**config.mk**
```make
export PLATFORM = sky130hd
export DESIGN_NAME = regfile_wb_arbiter
export DESIGN_NICKNAME = d
export VERILOG_FILES = /design/src/rtl/regfile_wb_arbiter.sv
export SDC_FILE = /design/constraint.sdc
export NUM_CORES = 1
export LEC_CHECK = 0
export BUFFER_PORTS_ARGS = -buffer_cell sky130_fd_sc_hd__buf_2
export CAP_MARGIN = 10
export CORE_ASPECT_RATIO = 0.7
export CORE_MARGIN = 5
export CORE_UTILIZATION = 36
export CTS_BUF_LIST = sky130_fd_sc_hd__clkbuf_4
export CTS_CLUSTER_SIZE = 30
export DETAILED_ROUTE_END_ITERATION = 10
export GPL_ROUTABILITY_DRIVEN = 0
export PLACE_DENSITY = 0.62
export SYNTH_ARGS = -nofsm -noshare
export SYNTH_HDL_FRONTEND = slang
export SYNTH_SLANG_ARGS = --single-unit
```
**constraint.sdc**
```tcl
create_clock -name clk_i -period 4.51 [get_ports clk_i]
set_clock_uncertainty 0.15 [all_clocks]
set_input_delay 0.451 -clock clk_i [delete_from_list [all_inputs] [get_ports clk_i]]
set_output_delay 0.451 -clock clk_i [all_outputs]
set_load 0.005 [all_outputs]
```
**src/rtl/regfile_wb_arbiter.sv**
```systemverilog
// Purpose: arbitrates the ALU and load-unit writebacks onto the single register-file
// write port and keeps a busy scoreboard. Latency: 1 cycle from accept to rf_we_o.
// Backpressure: ready is combinational, one grant per cycle, none while flush_i is high.
// Build option WB_ARB_FIXED_PRIO_EN: loads always win contention and last_grant is absent.
module regfile_wb_arbiter #(
    parameter int XLEN  = 32,
    parameter int NREGS = 32,
    parameter int AW    = 5
) (
    input  logic             clk_i,
    input  logic             rst_ni,
    input  logic             flush_i,
    input  logic             issue_valid_i,
    input  logic [AW-1:0]    issue_rd_i,
    input  logic             alu_valid_i,
    output logic             alu_ready_o,
    input  logic [AW-1:0]    alu_rd_i,
    input  logic [XLEN-1:0]  alu_data_i,
    input  logic             mem_valid_i,
    output logic             mem_ready_o,
    input  logic [AW-1:0]    mem_rd_i,
    input  logic [XLEN-1:0]  mem_data_i,
    output logic             rf_we_o,
    output logic [AW-1:0]    rf_waddr_o,
    output logic [XLEN-1:0]  rf_wdata_o,
    output logic [NREGS-1:0] busy_o
);

    logic             alu_grant;
    logic             mem_grant;
    logic [AW-1:0]    sel_rd;
    logic [XLEN-1:0]  sel_data;
    logic             we_q;
    logic [NREGS-1:0] busy_q;
    logic [NREGS-1:0] busy_d;

`ifndef WB_ARB_FIXED_PRIO_EN
    typedef enum logic {
        SRC_ALU = 1'b0,
        SRC_MEM = 1'b1
    } src_e;

    src_e last_grant;
`endif

    always_comb begin
        alu_grant = 1'b0;
        mem_grant = 1'b0;
        if (rst_ni && !flush_i) begin
`ifdef WB_ARB_FIXED_PRIO_EN
            mem_grant = mem_valid_i;
            alu_grant = alu_valid_i && !mem_valid_i;
`else
            if (alu_valid_i && mem_valid_i) begin
                alu_grant = (last_grant == SRC_MEM);
                mem_grant = (last_grant == SRC_ALU);
            end else begin
                alu_grant = alu_valid_i;
                mem_grant = mem_valid_i;
            end
`endif
        end
    end

    assign alu_ready_o = alu_grant;
    assign mem_ready_o = mem_grant;
    assign sel_rd      = mem_grant ? mem_rd_i   : alu_rd_i;
    assign sel_data    = mem_grant ? mem_data_i : alu_data_i;

`ifndef WB_ARB_FIXED_PRIO_EN
    always_ff @(posedge clk_i or negedge rst_ni) begin
        if (!rst_ni) begin
            last_grant <= SRC_MEM;
        end else if (alu_grant) begin
            last_grant <= SRC_ALU;
        end else if (mem_grant) begin
            last_grant <= SRC_MEM;
        end
    end
`endif

    // x0 writes still capture address/data but never raise the write enable
    always_ff @(posedge clk_i or negedge rst_ni) begin
        if (!rst_ni) begin
            we_q       <= 1'b0;
            rf_waddr_o <= '0;
            rf_wdata_o <= '0;
        end else if (alu_grant || mem_grant) begin
            we_q       <= (sel_rd != '0);
            rf_waddr_o <= sel_rd;
            rf_wdata_o <= sel_data;
        end else begin
            we_q       <= 1'b0;
        end
    end

    // A write sitting on the port when a flush arrives is dropped before the register file
    assign rf_we_o = we_q && !flush_i;

    always_comb begin
        busy_d = busy_q;
        if (flush_i) begin
            busy_d = '0;
        end else begin
            if (rf_we_o) begin
                busy_d[rf_waddr_o] = 1'b0;
            end
            if (issue_valid_i && (issue_rd_i != '0)) begin
                busy_d[issue_rd_i] = 1'b1;
            end
        end
        busy_d[0] = 1'b0;
    end

    always_ff @(posedge clk_i or negedge rst_ni) begin
        if (!rst_ni) begin
            busy_q <= '0;
        end else begin
            busy_q <= busy_d;
        end
    end

    assign busy_o = busy_q;

endmodule

```
==> results of run 1 <==
-- cell type report --
| class | instances | area share, % |
|---|---|---|
| Clock buffer | 10 | 1.66 |
| Clock inverter | 6 | 1.91 |
| Inverter | 1 | 0.0829 |
| Multi-Input combinational cell | 285 | 35.4 |
| Sequential cell | 70 | 38.7 |
| Tap cell | 128 | 3.54 |
| Timing Repair Buffer | 164 | 18.7 |
-- placed cells by master, fill, tap and decap left out, types with 2 or more instances in the layout --
cell type	n
nand3_1	39
o21ai_0	100
nand3b_1	8
nand4b_1	2
and2b_1	6
buf_4	9
nand2b_1	2
dfrtp_1	69
nor2b_1	26
nor2_1	4
buf_2	154
nand2_1	4
nor3_1	37
bufinv_16	2
or3b_2	4
clkbuf_4	10
a31oi_1	37
nand4bb_1	3
or4_1	2
or3_1	2
clkinv_2	2
-- critical path: cells and delay by family --
kind / cells / cell delay (ns)
and+or+nand+nor: 2 / 0.81
buffers and inverters: 3 / 1.02
-- state kept, by name (all words and copies together) (netlist names) --
| name | count |
|---|---|
| rf_wdata_o | 32 |
| we_q | 1 |
| busy_o | 31 |
| rf_waddr_o | 5 |
| last_grant | 1 |
-- worst paths after layout --
path | cells past startpoint | slack, ns | from | end
max | 5 | 1.61 | rst_ni | alu_ready_o
min | 3 | 0.12 | alu_data_i[19] | rf_wdata_o[19]$_DFFE_PN0P_
max reg2reg | 4 | 2.49 | last_grant$_DFFE_PN1P_ | rf_wdata_o[7]$_DFFE_PN0P_
min reg2reg | 2 | 0.37 | last_grant$_DFFE_PN1P_ | last_grant$_DFFE_PN1P_
max in group asynchronous | 3 | 2.97 | rst_ni | rf_wdata_o[15]$_DFFE_PN0P_
min in group asynchronous | 2 | 0.32 | rst_ni | rf_waddr_o[1]$_DFFE_PN0P_
-- metrics by stage --
stage	hold WS, ns	power [mW]
3_3_place_gp	0.244	1.18
3_5_place_dp	0.245	1.19
4_1_cts	0.0802	1.66
6_report	0.122	1.64
2_1_floorplan	0.00541	0.978
5_1_grt	0.104	1.74
-- metal layers --
metal  share of wire, %  up-vias  GRT usage (%)
met5              0.091        -              0
met4                1.8        2           6.63
met3                8.0       24           5.48
met2                 44      157           29.9
met1                 46     1779           28.5
li1                   -     1719              -
-- report_power, final --
| group | switching (mW) | internal, mW | total, mW | leakage, nW |
|---|---|---|---|---|
| Clock | 0.230 | 0.230 | 0.460 | 0.0864 |
| Combinational | 0.220 | 0.169 | 0.389 | 1.12 |
| Sequential | 0.0734 | 0.719 | 0.793 | 0.883 |
-- cell families (layout without fill, tap and decap cells) --
kind of cell | count (synthesis) | after routing | synth area share, %
buf+inv | 34 | 181 | 4.76
simple gates | 145 | 145 | 24.1
compound gates | 139 | 139 | 21.2
flops | 70 | 70 | 49.8
other cells | 1 | 1 | 0.107
==> metrics.md, run 1 <==
| Metric | Value |
|---|---|
| Total die area | `0.0119 mm2` |
| ANT nets after route | `0` |
| Largest net degree at the start of global routing | `46` |
| Max Fanout on Critical Path | `29` |
| Cell Area, Synth | `0.00352 mm2` |
| Initial DRC Count | `276` |
| Synth Register Bits | `70` |
| Count leader, synth | `o21ai_0` |
| Critical path class | `input port to output port` |
| Die H | `92.7 um` |
| Clk Latency, worst-skew pair | `0.43 ns` |
| TritonCTS clock tree | `done` |
| Least-Margin Pin Slew | `0.685 ns` |
| Syn. warnings | `0` |
| Slew margin rel. | `54.2%` |
| Setup tns final | `0 ns` |
| Outcome | `complete, no violations` |
| Post-synth ARST share | `100%` |
| LEAKAGE | `2.09 nW` |
| Worst path max stage delay | `0.56 ns` |
| Nets | `616` |
| Syn nets | `474` |
| CTS hold repair buffers | `1` |
| Fin. Hold Viols | `0` |
| Grt total ovfl | `0` |
| Synth top cells by count | `o21ai_0 (100), dfrtp_1 (69), nand3_1 (39), a31oi_1 (37), nor3_1 (37)` |
| Pwr dens | `363 mW/mm2` |
| Syn Inst Count | `389` |
| Top cells by area, synth | `dfrtp_1 (49%), o21ai_0 (14%), a31oi_1 (6.6%), nand3_1 (5.5%), nor3_1 (5.3%)` |
| Endpoint type of the worst setup path | `output port` |
| Post-CTS setup repair buffer count | `0` |
| Final Max Slew Viols | `0` |
| Post-route cell area | `0.00453 mm2` |
| Critical Path Start Type | `input port` |
| Min cycle time layout | `2.90 ns` |
| Final Cycle Share | `64.4%` |
| Num CTS Buffers | `9` |
| FF/Latch Area | `0.00175 mm2` |
| Dpl ws | `2.01 ns` |
| Antenna violations before repair | `1` |
| Post-DR wirelength/cell | `18.2 um` |
| Vias in the first global route | `3649` |
| RSZ-0062 raised after global routing | `no` |
| GRT Overall Usage | `20.2%` |
| Vias per cell | `5.54` |
| Row Count | `30` |
| Area growth from synthesis to layout | `28.7%` |
| Vias | `3681` |
| Fmax | `0.345 GHz` |
| WL final | `12.1 mm` |
| Final worst slack | `1.61 ns` |
| Post-Syn Area per Cell | `9.04 um2` |
| DIE WIDTH | `128 um` |
| Root buffer cell | `clkbuf_4` |
| Maximum VDD drop | `0.000146 V` |
| # DRC | `0` |
| MaxCap Viol Count | `0` |
| IO Port Bufs | `155` |
| Hold Path Class | `input port to flip-flop` |
| Clock Pin Slew Worst Setup and Hold Paths | `0.11 ns` |
| Post-cts sizing count | `0` |
| DR pass1 iterations | `5` |
| Worst path required time | `3.91 ns` |
| CP cell instances | `dlygate4sd3_1, buf_4, nand3b_1, nor2_1, buf_2` |
| Number of fillers in the final layout | `967` |
| Share of cells above drive strength 1 | `34.5%` |
| ANT cells | `0` |
| Max stage delay cell, worst path | `nand3b_1` |
| Dpl cells | `647` |
| Core box area | `0.00961 mm2` |
| DP Area | `0.00436 mm2` |
| Synth cell types | `31` |
| DP HPWL | `8.38 mm` |
| I/O pin cnt | `157` |
| Sequential element share of the synthesized area | `49.8%` |
| Post-synth top flop | `dfrtp_1` |
| Starting density of the core | `36.6%` |
| CTS Sinks | `70` |
| Area share of the largest cell type after synthesis | `49.1%` |
| Fin util | `47.1%` |
| First-pass GRT wire length | `19.0 mm` |
| Post-synth EDFFs | `0` |
| Clock Path Buffers | `2` |
| Critical Path AT | `2.30 ns` |
| H-tree levels | `3` |
| Area of the multi-input gates | `0.00160 mm2` |
| Final setup violation count | `0` |
| Non-Filler Instances | `664` |
| Synth area leader | `dfrtp_1` |
(Power assumes the default switching activity.)
==> run 2, diff against run 1 <==
Settings changed: PLACE_DENSITY 0.62 to 0.64.
Clock period 4.51 ns to 2.6 ns, I/O delays scaled along.
==> run 2 against run 1 <==
Against the previous run: global-route usage is 0.86 points higher; combinational power rose by 140%; sequential share of layout area is 5.4 points lower; sequential power is 73% higher; critical path depth rose by 2; clock power grew 50%; cell count up 11%; highest routed layer unchanged.
==> metrics.md, run 2 (synthesis gave the netlist of run 1 again) <==
| Metric | Value |
|---|---|
| CP cell instances | `dlygate4sd3_1, buf_4, nand3b_1, or2_1, buf_4, a31oi_1, dlygate4sd3_1` |
| ANT nets after route | `0 (unchanged)` |
| Clk Latency, worst-skew pair | `0.42 ns (about the same)` |
| Critical path origin | `rst_ni` |
| Area growth from synthesis to layout | `49.4%` |
| Least-Margin Pin Slew | `0.678 ns (-0.00682 ns)` |
| MaxCap Viol Count | `0 (unchanged)` |
| Vias | `3996 (+8.6%)` |
| Grt total ovfl | `0 (unchanged)` |
| DR pass1 iterations | `5 (unchanged)` |
| Family with the most delay on the worst path | `buffers and inverters` |
| Starting density of the core | `36.6% (unchanged)` |
| Vias per cell | `5.40 (-2.6%)` |
| Max stage delay cell, worst path | `dlygate4sd3_1` |
| I/O pin cnt | `157 (unchanged)` |
| Core box area | `0.00961 mm2 (unchanged)` |
| IO Port Bufs | `155 (unchanged)` |
| Most frequent cells in the layout | `buf_2 (154), o21ai_0 (100), dlygate4sd3_1 (76)` |
| Endpoint type of the worst setup path | `flip-flop` |
| Cells on worst reg2reg path | `5 (+1)` |
| GRT Overall Usage | `21.0% (+0.86 points)` |
| First-pass GRT wire length | `20.1 mm (+6.1%)` |
| Num CTS Buffers | `9 (unchanged)` |
| Final setup violation count | `0 (unchanged)` |
| Clock Path Buffers | `2 (unchanged)` |
| Die H | `92.7 um (unchanged)` |
| TritonCTS clock tree | `done` |
| Final Max Slew Viols | `0 (unchanged)` |
| Antenna violations before repair | `1 (unchanged)` |
| Post-cts sizing count | `0 (unchanged)` |
| Worst path max stage delay | `0.59 ns (+0.03 ns)` |
| CP Buf/Inv Count | `4 (+1)` |
| Outcome | `complete, no violations` |
| Non-Filler Instances | `740 (+11%)` |
| Post-DR wirelength/cell | `17.2 um (-5.5%)` |
| R2R Setup Slk | `0.19 ns (-2.30 ns)` |
| Share of cells above drive strength 1 | `30.1% (-4.4 points)` |
| Total die area | `0.0119 mm2 (unchanged)` |
| Pwr Total | `3.00 mW (+83%)` |
| RSZ-0062 raised after global routing | `no` |
| Hold depth | `3 (unchanged)` |
| Row Count | `30 (unchanged)` |
| Largest net degree at the start of global routing | `53 (+15%)` |
| Final Cycle Share | `95.0%` |
| Fin. Hold Viols | `0 (unchanged)` |
| Max Fanout on Critical Path | `30 (+3.4%)` |
| CTS Sinks | `70 (unchanged)` |
| Number of fillers in the final layout | `922 (-4.7%)` |
| Dpl cells | `648 (+0.15%)` |
| Hold Path Class | `input port to flip-flop` |
| Worst Hold End | `busy_o[10]$_DFF_PN0_` |
| Clock Pin Slew Worst Setup and Hold Paths | `0.13 ns (+0.02 ns)` |
| ANT cells | `0 (unchanged)` |
| Worst path required time | `2.75 ns (-1.16 ns)` |
| Vias in the first global route | `3957 (+8.4%)` |
| Fin util | `54.7% (+7.6 points)` |
| Setup tns final | `0 ns (unchanged)` |
| Reg with most FFs | `rf_wdata_o` |
| LEAKAGE | `2.38 nW (+14%)` |
| Root buffer cell | `clkbuf_4` |
| R2R Path End | `rf_wdata_o[30]$_DFFE_PN0P_` |
| Min cycle time layout | `2.47 ns` |
| WL final | `12.7 mm (+5.3%)` |
| Nets | `692 (+12%)` |
| # DRC | `0 (unchanged)` |
| Critical path class | `input port to flip-flop` |
| Hold path startpoint | `issue_rd_i[3]` |
| Pwr dens | `571 mW/mm2 (+57%)` |
| Commonest non-fill, non-tap cell in the layout | `buf_2` |
| Slew margin rel. | `54.8% (+0.59 points)` |
| Max reg flops | `32 (unchanged)` |
| DIE WIDTH | `128 um (unchanged)` |
| DP HPWL | `8.29 mm (-1.1%)` |
| Critical Path AT | `2.62 ns (+0.32 ns)` |
| Maximum VDD drop | `0.000218 V (+50%)` |
| Initial DRC Count | `271 (-1.8%)` |
| Reg2reg start | `last_grant$_DFFE_PN1P_` |
| Critical Path Start Type | `input port` |
| H-tree levels | `3 (unchanged)` |
| Fmax | `0.405 GHz` |
-- run 2: cell types whose count changed in the layout (fill, tap and decap cells not counted), sizes merged --
| cell | change |
|---|---|
| clkbuf | -1 |
| buf | +1 |
| dlygate4sd3 | +75 |
| bufinv | -1 |
| clkinvlp | +2 |
-- run 2: through the flow --
| step | hold WS, ns | worst slack (ns) | instance area [um2] |
|---|---|---|---|
| floorplan | -0.186 | 1.09 | 3520 |
| global placement | 0.00617 | 0.713 | 4360 |
| detailed placement | 0.0120 | 0.625 | 4360 |
| CTS | 0.0518 | 0.190 | 5260 |
| global route | 0.0846 | 0.0272 | 5260 |
| finish | 0.0910 | 0.131 | 5260 |
-- run 2: how the worst max path moves through the flow --
stage	to	cells past startpoint
2_1_floorplan	mem_ready_o	4
3_3_place_gp	rf_wdata_o[14]$_DFFE_PN0P_	5
3_5_place_dp	rf_wdata_o[13]$_DFFE_PN0P_	5
4_1_cts	rf_wdata_o[13]$_DFFE_PN0P_	7
5_1_grt	rf_wdata_o[30]$_DFFE_PN0P_	7
6_report	rf_wdata_o[30]$_DFFE_PN0P_	7
-- run 2: timing repair --
action / CTS / global route
hold buffers: 76 / 0
hold endpoints to repair: 56 / 0
buffers inserted: 0 / 0
-- run 2: per-layer routing --
metal	track usage [%]	share of wire, %	vias to the layer above
li1	-	-	1871
met1	29.3	44	1895
met2	31.8	46	192
met3	4.67	7.2	36
met4	8.22	2.5	2
met5	0	0.055	-
-- run 2: area by class of cell --
type                       count  area, um2  area share (%)
clock inverter                 7       65.1            1.24
clock buffer                   9       67.6            1.29
inverter                       1       3.75          0.0714
sequential                    70       1750            33.3
timing repair buffer         240       1610            30.6
tap                          128        160            3.05
multi-input combinational    285       1600            30.4
-- run 2: worst reg2reg max path, cell delays in order, from the launching register on --
cell and delay, ns:
dfstp_2 0.57, and2_1 0.14, or2_1 0.32, buf_4 0.39, a31oi_1 0.15, dlygate4sd3_1 0.59
-- run 2: where the power goes --
group          internal (mW)  leakage (nW)  switching, mW
logic                  0.511          1.44          0.426
registers               1.25         0.883          0.126
clock network          0.284        0.0630          0.406
total                   2.04          2.38          0.957
==> run 3, diff against run 2 <==
Settings changed: CORE_ASPECT_RATIO 0.7 to 1.75.
==> run 3 against run 2 <==
Against the previous run: first-iteration DRC count is 24% lower; register-to-register slack worse by 0.06 ns; sequential power hardly changed; setup slack worse by 0.0041 ns; critical path depth is 2 lower; cell count is 0.41% lower; fmax is 0.16% lower; count of clock-buffer cells in the layout is 1 higher; sequential share of layout area is 0.53 points lower; core utilization is 1.4 points higher; highest routed layer is now met4; clock power is 31% higher; wire length is 4.5% higher.
==> metrics.md, run 3 (synthesis gave the netlist of run 1 again) <==
| Metric | Value |
|---|---|
| P_int | `2.13 mW (+4.1%)` |
| Row Count | `47 (+57%)` |
| Area of the multi-input gates | `0.00160 mm2 (unchanged)` |
| Slew margin rel. | `54.6% (-0.19 points)` |
| IO Port Bufs | `155 (unchanged)` |
| Critical Path AT | `2.65 ns (+0.03 ns)` |
| Die H | `141 um (+52%)` |
| Clock Path Buffers | `2 (unchanged)` |
| Endpoint type of the worst setup path | `flip-flop` |
| GRT Overall Usage | `22.3% (+1.3 points)` |
| Share of cells above drive strength 1 | `30.6% (+0.55 points)` |
| Vias | `4159 (+4.1%)` |
| Post-CTS setup repair buffer count | `0 (unchanged)` |
| Setup tns final | `0 ns (unchanged)` |
| Worst path required time | `2.78 ns (+0.03 ns)` |
| WL final | `13.3 mm (+4.5%)` |
| Critical path origin | `last_grant$_DFFE_PN1P_` |
| Total die area | `0.0119 mm2 (+0.39%)` |
| Worst Setup EP | `rf_wdata_o[27]$_DFFE_PN0P_` |
| Pwr dens | `575 mW/mm2 (+0.78%)` |
| Reg with most FFs | `rf_wdata_o` |
| Num CTS Buffers | `9 (unchanged)` |
| Clock Pin Slew Worst Setup and Hold Paths | `0.13 ns (about the same)` |
| Fin. Hold Viols | `0 (unchanged)` |
| Net Sw Frac | `30.8% (-1.1 points)` |
| Pwr Total | `3.07 mW (+2.4%)` |
| R2R Path End | `rf_wdata_o[27]$_DFFE_PN0P_` |
| H-tree levels | `3 (unchanged)` |
| MaxCap Viol Count | `0 (unchanged)` |
| Min cycle time layout | `2.47 ns (+0.00408 ns)` |
| LEAKAGE | `2.44 nW (+2.2%)` |
| Cells on worst reg2reg path | `5 (unchanged)` |
| Reg power frac | `44.9% (-0.9 points)` |
| DIE WIDTH | `84.7 um (-34%)` |
| Part of the power in the clock network | `29.4% (+6.4 points)` |
| Core box area | `0.00953 mm2 (-0.86%)` |
| DR pass1 iterations | `5 (unchanged)` |
| Comb power frac | `25.7% (-5.5 points)` |
| I/O pin cnt | `157 (unchanged)` |
| Initial DRC Count | `206 (-24%)` |
| Reg2reg start | `last_grant$_DFFE_PN1P_` |
| FF/Latch Area | `0.00175 mm2 (unchanged)` |
| Fmax | `0.404 GHz (-0.16%)` |
| Vias in the first global route | `4222 (+6.7%)` |
| Max Fanout on Critical Path | `18 (-40%)` |
| Hold Path Class | `input port to flip-flop` |
| Starting density of the core | `36.9% (+0.32 points)` |
| Least-Margin Pin Slew | `0.681 ns (+0.00280 ns)` |
| CTS Sinks | `70 (unchanged)` |
| Post-DR wirelength/cell | `18.0 um (+5.0%)` |
| DP HPWL | `8.37 mm (+0.99%)` |
| Root buffer cell | `clkbuf_4` |
| Most frequent cells in the layout | `buf_2 (155), o21ai_0 (100), dlygate4sd3_1 (75)` |
| Final Cycle Share | `95.1% (+0.16 points)` |
| Clk Latency, worst-skew pair | `0.42 ns (about the same)` |
| Max reg flops | `32 (unchanged)` |
| # DRC | `0 (unchanged)` |
| Number of fillers in the final layout | `865 (-6.2%)` |
| Critical path class | `flip-flop to flip-flop` |
| ANT nets after route | `0 (unchanged)` |
| RSZ-0062 raised after global routing | `no` |
| Area growth from synthesis to layout | `51.8%` |
| R2R Setup Slk | `0.13 ns (-0.06 ns)` |
| Final setup violation count | `0 (unchanged)` |
| Grt total ovfl | `0 (unchanged)` |
| Commonest non-fill, non-tap cell in the layout | `buf_2` |
| Antenna violations before repair | `0 (-1)` |
| TritonCTS clock tree | `done` |
| Final Max Slew Viols | `0 (unchanged)` |
| Net Switching | `946 uW (-1.2%)` |
| First-pass GRT wire length | `21.6 mm (+7.5%)` |
| Critical Path Start Type | `flip-flop` |
| Vias per cell | `5.64 (+4.5%)` |
| Largest net degree at the start of global routing | `41 (-23%)` |
| Outcome | `complete, no violations` |
| Maximum VDD drop | `0.000418 V (+92%)` |
| Nets | `694 (+0.29%)` |
## run 3: metal layers
| metal | track usage, % | vias up | part of all wire, % |
|---|---|---|---|
| met5 | 0 | - | 0 |
| met4 | 11.2 | 0 | 3.9 |
| met3 | 6.07 | 46 | 10 |
| met2 | 36.1 | 283 | 49 |
| met1 | 27.1 | 1953 | 37 |
| li1 | - | 1877 | - |
## run 3: how the worst min path moves through the flow
stage,from,end,slack [ns],cells past startpoint
floorplan,rst_ni,busy_o[10]$_DFF_PN0_,-0.19,0
global placement,rst_ni,rf_wdata_o[0]$_DFFE_PN0P_,0.17,2
detailed placement,rst_ni,rf_wdata_o[0]$_DFFE_PN0P_,0.18,2
CTS,issue_rd_i[2],busy_o[30]$_DFF_PN0_,0.06,3
global route,issue_rd_i[3],busy_o[9]$_DFF_PN0_,0.07,3
finish,issue_rd_i[3],busy_o[9]$_DFF_PN0_,0.09,3
## run 3: cell type report
type                            instances  share of cell area [%]
Timing Repair Buffer                  242                    30.8
Inverter                                1                  0.0703
Sequential cell                        70                    32.8
Clock inverter                          6                    2.06
Antenna cell                            1                  0.0468
Multi-Input combinational cell        285                    30.0
Tap cell                              122                    2.86
Clock buffer                           10                    1.41
## run 3: timing repair
| action | CTS | global route |
|---|---|---|
| hold endpoints to repair | 67 | 0 |
| endpoints found under the setup margin | 0 | 1 |
| resized for setup | 0 | 2 |
| hold buffers | 75 | 0 |
## run 3: power groups by stage
stage | registers (mW) | clock network, mW | logic [mW]
finish | 1.38 | 0.903 | 0.790
global route | 1.40 | 0.977 | 0.869
CTS | 1.37 | 0.929 | 0.767
detailed placement | 1.39 | 0 | 0.677
global placement | 1.39 | 0 | 0.652
floorplan | 1.38 | 0 | 0.321
## run 3: worst max-delay path, stage by stage, from the launching register on
cell,delay [ns]
dfstp_2,0.58
and2_1,0.14
or2_1,0.54
buf_4,0.30
a31oi_1,0.08
dlygate4sd3_1,0.56
## run 3: stage by stage
| step | hold slack, ns | util, % | cell area (um2) | cells | worst slack [ns] |
|---|---|---|---|---|---|
| after floorplan | -0.186 | - | 3520 | 389 | 1.09 |
| after global placement | 0.169 | 45.8 | 4370 | 644 | 0.535 |
| after detailed placement | 0.181 | 45.8 | 4370 | 644 | 0.442 |
| after CTS | 0.0598 | 55.7 | 5300 | 735 | 0.0265 |
| after global routing | 0.0707 | 56.0 | 5340 | 736 | 0.0473 |
| final | 0.0887 | 56.1 | 5340 | 737 | 0.127 |
